--- src/rtl/temp_calc_mc.sv ---
// Multi-channel temperature calculator: converts raw ADC samples to calibrated words and box-car averages them per channel.
// Optional sticky over-temperature alarm is compiled in with `define TEMP_ALARM_EN.
module temp_calc_mc #(
  parameter int CH       = 4,
  parameter int ADC_W    = 16,
  parameter int REF_W    = 8,
  parameter int OUT_W    = 32,
  parameter int AVG_LOG2 = 2,
  localparam int CHW     = (CH > 1) ? $clog2(CH) : 1
) (
  input  logic             clk,
  input  logic             rst_n,
  input  logic [OUT_W-1:0] tc_base,
  input  logic [REF_W-1:0] tc_ref,
  input  logic             in_valid,
  output logic             in_ready,
  input  logic [CHW-1:0]   in_ch,
  input  logic [ADC_W-1:0] adc_data,
  output logic             out_valid,
  input  logic             out_ready,
  output logic [CHW-1:0]   out_ch,
  output logic [OUT_W-1:0] tempc,
  output logic [1:0]       dbg_state
`ifdef TEMP_ALARM_EN
  ,
  input  logic [OUT_W-1:0] alarm_thr,
  output logic [CH-1:0]    alarm
`endif
);

  localparam int ACC_W = OUT_W + AVG_LOG2;
  localparam int CNT_W = (AVG_LOG2 > 0) ? AVG_LOG2 : 1;

  typedef enum logic [1:0] {
    S_IDLE = 2'd0,
    S_CALC = 2'd1,
    S_EMIT = 2'd2
  } state_t;

  // Handshakes: a transfer happens on a rising edge where valid && ready are both high;
  // the producer holds valid and its payload stable until that edge and never waits on ready.
  state_t                    state_q, state_d;
  logic [CHW-1:0]            ch_q, ch_d;
  logic [ADC_W-1:0]          adc_q, adc_d;
  logic [OUT_W-1:0]          base_q, base_d;
  logic [REF_W-1:0]          ref_q, ref_d;
  logic                      out_valid_q, out_valid_d;
  logic [CHW-1:0]            out_ch_q, out_ch_d;
  logic [OUT_W-1:0]          tempc_q, tempc_d;
  logic signed [ACC_W-1:0]   acc_q [CH];
  logic signed [ACC_W-1:0]   acc_d [CH];
  logic [CNT_W-1:0]          cnt_q [CH];
  logic [CNT_W-1:0]          cnt_d [CH];
`ifdef TEMP_ALARM_EN
  logic [CH-1:0]             alarm_q, alarm_d;
`endif

  logic [ADC_W:0]            ref_ext;
  logic signed [ADC_W:0]     delta;
  logic signed [OUT_W-1:0]   delta_ext;
  logic signed [OUT_W-1:0]   t_w;
  logic signed [ACC_W-1:0]   t_ext;
  logic signed [ACC_W-1:0]   acc_sel;
  logic signed [ACC_W-1:0]   sum_w;
  logic [OUT_W-1:0]          avg_w;
  logic [CNT_W-1:0]          cnt_sel;
  logic                      in_range;
  logic                      window_done;

  always_comb begin
    ref_ext     = (ADC_W + 1)'(ref_q);
    delta       = $signed({1'b0, adc_q}) - $signed(ref_ext);
    delta_ext   = delta;
    t_w         = base_q + delta_ext;
    t_ext       = t_w;
    in_range    = (int'(ch_q) < CH);
    acc_sel     = acc_q[ch_q];
    cnt_sel     = cnt_q[ch_q];
    sum_w       = acc_sel + t_ext;
    // Arithmetic shift floors toward minus infinity, which is the intended rounding.
    avg_w       = OUT_W'(sum_w >>> AVG_LOG2);
    window_done = (AVG_LOG2 == 0) || (cnt_sel == CNT_W'((1 << AVG_LOG2) - 1));

    state_d     = state_q;
    ch_d        = ch_q;
    adc_d       = adc_q;
    base_d      = base_q;
    ref_d       = ref_q;
    out_valid_d = out_valid_q;
    out_ch_d    = out_ch_q;
    tempc_d     = tempc_q;
    acc_d       = acc_q;
    cnt_d       = cnt_q;
`ifdef TEMP_ALARM_EN
    alarm_d     = alarm_q;
`endif

    case (state_q)
      S_IDLE: begin
        if (in_valid) begin
          ch_d    = in_ch;
          adc_d   = adc_data;
          base_d  = tc_base;
          ref_d   = tc_ref;
          state_d = S_CALC;
        end
      end
      S_CALC: begin
        state_d = S_IDLE;
        if (in_range) begin
          cnt_d[ch_q] = window_done ? '0 : cnt_sel + 1'b1;
          if (window_done) begin
            acc_d[ch_q] = '0;
            tempc_d     = avg_w;
            out_ch_d    = ch_q;
            out_valid_d = 1'b1;
            state_d     = S_EMIT;
`ifdef TEMP_ALARM_EN
            if ($signed(avg_w) > $signed(alarm_thr)) alarm_d[ch_q] = 1'b1;
`endif
          end else begin
            acc_d[ch_q] = sum_w;
          end
        end
      end
      S_EMIT: begin
        if (out_ready) begin
          out_valid_d = 1'b0;
          state_d     = S_IDLE;
        end
      end
      default: state_d = S_IDLE;
    endcase
  end

  always_ff @(posedge clk or negedge rst_n) begin
    if (!rst_n) begin
      state_q     <= S_IDLE;
      ch_q        <= '0;
      adc_q       <= '0;
      base_q      <= '0;
      ref_q       <= '0;
      out_valid_q <= 1'b0;
      out_ch_q    <= '0;
      tempc_q     <= '0;
      for (int i = 0; i < CH; i++) begin
        acc_q[i] <= '0;
        cnt_q[i] <= '0;
      end
`ifdef TEMP_ALARM_EN
      alarm_q     <= '0;
`endif
    end else begin
      state_q     <= state_d;
      ch_q        <= ch_d;
      adc_q       <= adc_d;
      base_q      <= base_d;
      ref_q       <= ref_d;
      out_valid_q <= out_valid_d;
      out_ch_q    <= out_ch_d;
      tempc_q     <= tempc_d;
      acc_q       <= acc_d;
      cnt_q       <= cnt_d;
`ifdef TEMP_ALARM_EN
      alarm_q     <= alarm_d;
`endif
    end
  end

  // in_ready is forced low while reset is held so nothing is accepted during reset.
  assign in_ready  = rst_n && (state_q == S_IDLE);
  assign out_valid = out_valid_q;
  assign out_ch    = out_ch_q;
  assign tempc     = tempc_q;
  assign dbg_state = state_q;
`ifdef TEMP_ALARM_EN
  assign alarm     = alarm_q;
`endif

endmodule

--- config.mk ---
export PLATFORM = sky130hd
export DESIGN_NAME = temp_calc_mc
export DESIGN_NICKNAME = d
export VERILOG_FILES = /design/src/rtl/temp_calc_mc.sv
export SDC_FILE = /design/constraint.sdc
export NUM_CORES = 1
export LEC_CHECK = 0
export ABC_AREA = 1
export CAP_MARGIN = 20
export CORE_ASPECT_RATIO = 1.5
export CORE_MARGIN = 1
export CORE_UTILIZATION = 65
export DETAILED_ROUTE_END_ITERATION = 10
export DONT_BUFFER_PORTS = 1
export PLACE_DENSITY = 0.86
export SETUP_SLACK_MARGIN = 0.1
export SYNTH_ARGS = -nofsm -noshare
export SYNTH_HDL_FRONTEND = slang
export SYNTH_SLANG_ARGS = --single-unit
--- constraint.sdc ---
create_clock -name clk -period 6.05 [get_ports clk]
set_input_delay 0.605 -clock clk [delete_from_list [all_inputs] [get_ports clk]]
set_output_delay 0.605 -clock clk [all_outputs]
set_load 0.05 [all_outputs]
==> results by group, run 1 <==
Synthesis
  • Largest family of logic cells by synthesized area: simple AND/OR/NAND/NOR gates
  • Sequential area share after synthesis: a little over two fifths
  • Mean Syn Cell Area: roughly 8 sq um
  • Ys async rst share: 100%
  • Top cell type by total area after synthesis: dfrtp_1
  • EDFF count, synth: 0
  • Cell count after synthesis: between 1500 and 2000
  • Synth Area in Adders: between 7 and 8%
  • Yosys reg bits: ~240
  • Synth Cell Area: roughly 14000 sq um
  • YS warnings: 0
  • Synth Area in Compound Gates: approximately 16%
  • Synth Net Count: 1911
  • Post-synth cell types: 49
  • Post-synthesis xor/xnor area fraction: 3.70%
  • Mux contribution to synthesized area: 0%
  • Synth area leaders: dfrtp_1 43%, nand2_1 14%, ha_1 6.6%, inv_1 4.5%, o21ai_0 3.9%
  • Yosys top cell area share: approximately 43%
  • Post-synth top flop: dfrtp_1
  • Synth Area in Simple Gates: 24.0%

Floorplanning
  • Core area: about 21000 sq um
  • Die Span Y: 181 um
  • Num rows: 65
  • Die area: around 22000 sq um
  • Ports: 100
  • Die X: between 100 and 150 um
  • Initial Util: between 60% and 70%

Place
  • GPL Wtd Cong: about 0.95
  • Port bufs: 0
  • Post-DP HPWL: 27900 um

Routing
  • Wirelength per Cell: around 19 um
  • 1st-pass router iterations: 5
  • Via density per instance: around 6
  • Drt drc: 0
  • Vias: ~13000
  • WL final: slightly below 40000 um
  • Initial DRC Count: 1150
  • Antenna-violating nets left: 0

Timing
  • Fmax: 180 MHz
  • Setup_tns: 0 ps
  • # setup viols final: 0
  • Final setup skew: roughly 10 ps
  • Endpoints failing hold: ~240
  • Max-slew violations: 0
  • Unrepaired setup endpoints after global routing: no
  • Final period util: between 90 and 100%
  • Slew HR: between 40% and 50%
  • Hold_ws: -231 ps
  • Slew @ Worst Pin: a little under 900 ps
  • Fin crit period: about 5500 ps

Critical path
  • Crit Path Category: flip-flop to flip-flop
  • CP Capture Type: flip-flop
  • Critical path peak fanout: 5
  • Setup crit start kind: flip-flop
  • Worst EP arrival: 5950 ps
  • Worst Path Required: around 6500 ps

Global route
  • Pin count of the biggest net entering global routing: about 240
  • Vias in the first global route: ~13000
  • Initial antenna violation count: 0
  • Total gr overflow: 0
  • GR Util All Layers: 36.2%
  • Global-route wire length before repair: 62000 um

Clock tree
  • Later-pin clock latency in the skew report: about 530 ps
  • Clk sinks: 239
  • CTS Buf Count: 24
  • Worst-path clk slew: 60 ps
  • Clock buffer depth: 3
  • CTS tree: built
  • Postcts setup bufs: 0
  • PostCTS Resize Cnt: 0
  • Clock Root Buffer: clkbuf_16
  • H-tree Lvls: 1

Status
  • Outcome: finished with violations
  • Failing checks: negative hold slack

Finish
  • Antenna diodes: 0
  • Net count, final: roughly 1900
  • Commonest non-fill, non-tap cell in the layout: nand2_1
  • Layout cells sized above 1: 5.99%
  • Most frequent cells in the layout: 527 x nand2_1, 239 x dfrtp_1, 168 x inv_1, 109 x o21ai_0, 102 x nor2_1
  • Area Growth Syn to Fin: 7.10%

Hold path
  • Hold Path Class: input port to async pin

Job
  • Max-cap violation count: 0
worst max-delay path: stages, from the launching register on:
cell and delay (ps):
dfrtp_1 390, ha_1 360, a21o_1 190, a31oi_1 270
o21bai_1 160, nand2_1 100, nand4_1 130, nor2_1 200
nand2_1 70, nand2_1 60, nand2_1 50, ha_1 330
a21oi_1 220, o21ai_0 110, o21bai_1 230, a21oi_1 360
o21ai_0 160, xor2_1 180, ha_1 390, a21oi_1 210
nor2_1 60, nor2_1 220, nand2_1 100, a21oi_1 310
nand3_1 280, nand3_1 200, nand2_1 80
state kept, by name (all words and copies together) (netlist names):
register   count
base_q        32
ch_q           2
tempc         32
cnt_q          8
adc_q         16
ref_q          8
out_valid      1
acc_q        136
out_ch         2
dbg_state      2
path summary, 6_finish.rpt:
kind	startpoint	to	slack (ps)	depth (start not counted)
max	adc_q[2]	tempc[27]	500	26
min	rst_n	out_ch[0]	-230	0
max reg2reg	adc_q[2]	tempc[27]	500	26
min reg2reg	acc_q[94]	acc_q[94]	480	2
max in group asynchronous	rst_n	acc_q[131]	6000	0
min in group clk	out_ready	dbg_state[1]	180	1
cells by family after synthesis:
kind of cell | Yosys count
buffers and inverters | 235
AO/OA/AOI/OAI | 372
adder cells (fa/ha/maj) | 76
XOR/XNOR | 57
AND/OR/NAND/NOR | 794
flip-flops | 239
per-stage QoR:
stage               instance area, sq um  setup WS, ps  cells  utilization [%]  hold WS [ps]
CTS                                14900           503   2037             70.9          -244
floorplan                          13900          1630   1773                -           309
finish                             14900           505   2038             71.0          -231
detailed placement                 14100           566   1993             67.1           314
global placement                   14100           641   1993             67.1           314
global route                       14900           137   2038             71.0          -247
layer usage:
metal	part of all wire, %	vias to the layer above	GRT usage, %	wire [um]
li1	-	5874	-	-
met1	37	5955	41.5	14500
met2	50	572	63.8	19500
met3	7.5	145	6.57	2930
met4	5.0	0	17.8	1950
met5	0	-	0	0
Yosys cell counts, types with 2 or more instances:
cell type  number
nand2_1       527
dfrtp_1       239
inv_1         168
o21ai_0       109
nor2_1        102
nand3_1        96
o22ai_1        77
ha_1           73
a21oi_1        71
clkbuf_1       37
o21ai_1        37
xor2_1         31
a221oi_1       25
xnor2_1        24
o21bai_1       13
a21o_1         12
nand4_1        12
inv_2          11
nor3_1         11
buf_2          10
nand2_2        10
nand3_2         8
a31oi_1         7
buf_1           7
a21oi_2         5
nor2_4          5
nand3b_1        4
o21a_1          4
a22oi_1         3
fa_1            3
nor2_2          3
nor4_1          3
o221ai_1        3
or2_1           3
or2_2           3
clkinv_1        2
o21ai_2         2
or2_4           2
area by class of cell:
class	count	area, sq um
Timing Repair Buffer	7	65.1
Tap cell	268	335
Inverter	181	679
Fill cell	1624	6090
Clock inverter	10	98.8
Multi-Input combinational cell	1299	7030
Sequential cell	239	5980
Clock buffer	34	698
Power of run 1 is not shown: default switching activity piles up to over one toggle a cycle in this logic, so the estimate is an artifact.
==> run 2: changes to the inputs <==
--- a/config.mk
+++ b/config.mk
@@ -13,6 +13,7 @@
 export DETAILED_ROUTE_END_ITERATION = 10
 export DONT_BUFFER_PORTS = 1
 export PLACE_DENSITY = 0.86
+export RECOVER_POWER = 50
 export SETUP_SLACK_MARGIN = 0.1
 export SYNTH_ARGS = -nofsm -noshare
 export SYNTH_HDL_FRONTEND = slang
==> constraint.sdc (replaced) <==
create_clock -name clk -period 6.05 [get_ports clk]
set_input_delay 0.605 -clock clk [delete_from_list [all_inputs] [get_ports clk]]
set_output_delay 0.605 -clock clk [all_outputs]
set_load 0.1 [all_outputs]
==> results by group, run 2 (synthesis results as in run 1) <==
Routing
  • Drt drc: 0 (unchanged)
  • 1st-pass router iterations: 7 (+2)
  • Via density per instance: 6.16 (about the same)
  • WL final: 38800 um (-0.11%)
  • Antenna-violating nets left: 0 (unchanged)
  • Wirelength per Cell: 19.1 um (about the same)
  • Initial DRC Count: 1180 (+2.6%)
  • Vias: 12500 (-0.032%)

Critical path
  • Reg2Reg Launch Point: adc_q[2]
  • Worst EP arrival: 6000 ps (+50 ps)
  • Crit Path Category: flip-flop to flip-flop
  • CP Capture Type: flip-flop
  • Critical path peak fanout: 5 (unchanged)
  • Setup crit start kind: flip-flop
  • R2R setup slack: 450 ps (-50 ps)
  • Worst setup path endpoint: acc_q[99]
  • Crit path from: adc_q[2]
  • Worst Path Required: 6460 ps (about the same)
  • CP max stage cell: o21bai_1
  • Reg2Reg Depth: 28 (+7.7%)
  • CP peak stage delay: 440 ps (+50 ps)
  • Reg2reg end: acc_q[99]
  • Crit path top cell by count: nand2_1

Clock tree
  • CTS tree: built
  • PostCTS Resize Cnt: 0 (unchanged)
  • Clock buffer depth: 3 (unchanged)
  • Worst-path clk slew: 60 ps (about the same)
  • H-tree Lvls: 1 (unchanged)
  • Later-pin clock latency in the skew report: 530 ps (about the same)
  • Clk sinks: 239 (unchanged)
  • CTS Buf Count: 23 (-4.2%)
  • Clock Root Buffer: clkbuf_16
  • Postcts setup bufs: 0 (unchanged)

Finish
  • Net count, final: 1891 (+0.053%)
  • Largest Register: acc_q
  • Area Growth Syn to Fin: 6.87%
  • Commonest non-fill, non-tap cell in the layout: nand2_1
  • # fillers: 1667 (+2.6%)
  • Layout cells sized above 1: 5.66% (-0.33 points)
  • Antenna diodes: 0 (unchanged)
  • Most frequent cells in the layout: 527 x nand2_1, 239 x dfrtp_1, 169 x inv_1, 109 x o21ai_0, 102 x nor2_1
  • Max reg flops: 136 (unchanged)

Timing
  • Slew @ Worst Pin: 1770 ps (+880 ps)
  • Setup_tns: 0 ps (unchanged)
  • Max-slew violations: 41 (+41)
  • Final period util: 92.5% (+0.85 points)
  • # setup viols final: 0 (unchanged)
  • Final setup skew: 19.6 ps (+9.36 ps)
  • Fin crit period: 5600 ps (+51.3 ps)
  • Slew HR: -18.0% (-59 points)
  • Unrepaired setup endpoints after global routing: no
  • Hold_ws: -233 ps (-2.28 ps)
  • Endpoints failing hold: 239 (unchanged)
  • Fmax: 179 MHz (-0.92%)

Floorplanning
  • Core area: 21000 sq um (unchanged)
  • Num rows: 65 (unchanged)
  • Die Span Y: 181 um (unchanged)
  • Die area: 22000 sq um (unchanged)
  • Ports: 100 (unchanged)
  • Die X: 121 um (unchanged)
  • Initial Util: 66.3% (unchanged)

Global route
  • Pin count of the biggest net entering global routing: 241 (unchanged)
  • GR Util All Layers: 36.4% (+0.24 points)
  • Met3 Use GR: 6.57% (unchanged)
  • Most used routing layer in global routing: met2
  • Global-route wire length before repair: 62600 um (+0.99%)
  • Vias in the first global route: 12700 (+0.28%)
  • GRT met1 Usage: 43.0% (+1.5 points)
  • Total gr overflow: 0 (unchanged)
  • Initial antenna violation count: 0 (unchanged)
  • Met2 usage: 63.1% (-0.75 points)

Job
  • Max-cap violation count: 1 (+1)

Hold path
  • Hold Path Class: input port to async pin

Status
  • Outcome: finished with violations
  • Failing checks: negative hold slack, max-capacitance violations, max-slew violations

Place
  • GPL Wtd Cong: 0.965 (+1.7%)
  • Post-DP HPWL: 27800 um (-0.28%)
  • Port bufs: 0 (unchanged)
[run 2: cell count changes in the layout (fill, tap and decap cells not counted)]
cell	previous run	this run
clkinv_8	1	0
clkinvlp_4	2	1
inv_2	12	11
inv_1	168	169
clkbuf_1	4	7
clkinv_2	4	1
inv_6	1	2
clkbuf_8	6	5
[run 2: worst min-delay path by stage]
stage	from	to	slack (ps)
global placement	rst_n	tempc[0]	310
CTS	rst_n	out_ch[1]	-230
global route	rst_n	out_ch[1]	-240
finish	rst_n	tempc[4]	-230
floorplan	rst_n	acc_q[0]	310
detailed placement	rst_n	out_ch[1]	310
[run 2: stage by stage]
stage | hold WS, ps | std cells | worst slack, ps | cell area, sq um | utilization, %
floorplan | 309 | 1773 | 1630 | 13900 | -
global placement | 314 | 1995 | 617 | 14100 | 67.2
finish | -233 | 2036 | 454 | 14900 | 70.8
CTS | -233 | 2035 | 572 | 14800 | 70.7
detailed placement | 314 | 1995 | 598 | 14100 | 67.2
global route | -242 | 2036 | 123 | 14900 | 70.8
[run 2: critical path, delay by kind of cell (launching register included)]
kind,cells,cell delay [ps]
xor gates and xnor gates,2,440
and+or+nand+nor,12,1680
adders and majority gates,3,1000
AOI/OAI and AO/OA,7,1600
DFF,1,380
buffers and inverters,4,360
[run 2: area by class of cell]
class	count	area [sq um]	share of cell area [%]
multi-input combinational	1299	7030	47.3
sequential	239	5980	40.2
inverter	181	679	4.57
clock buffer	34	667	4.49
tap	268	335	2.26
timing repair buffer	9	93.8	0.632
clock inverter	6	68.8	0.463
[run 2: metal layers]
metal  share of wire (%)  wire length [um]
met1                  37             14500
met2                  50             19300
met3                 7.8              3040
met4                 5.1              1970
met5                   0                 0
Power of run 2 is left out for the same reason.
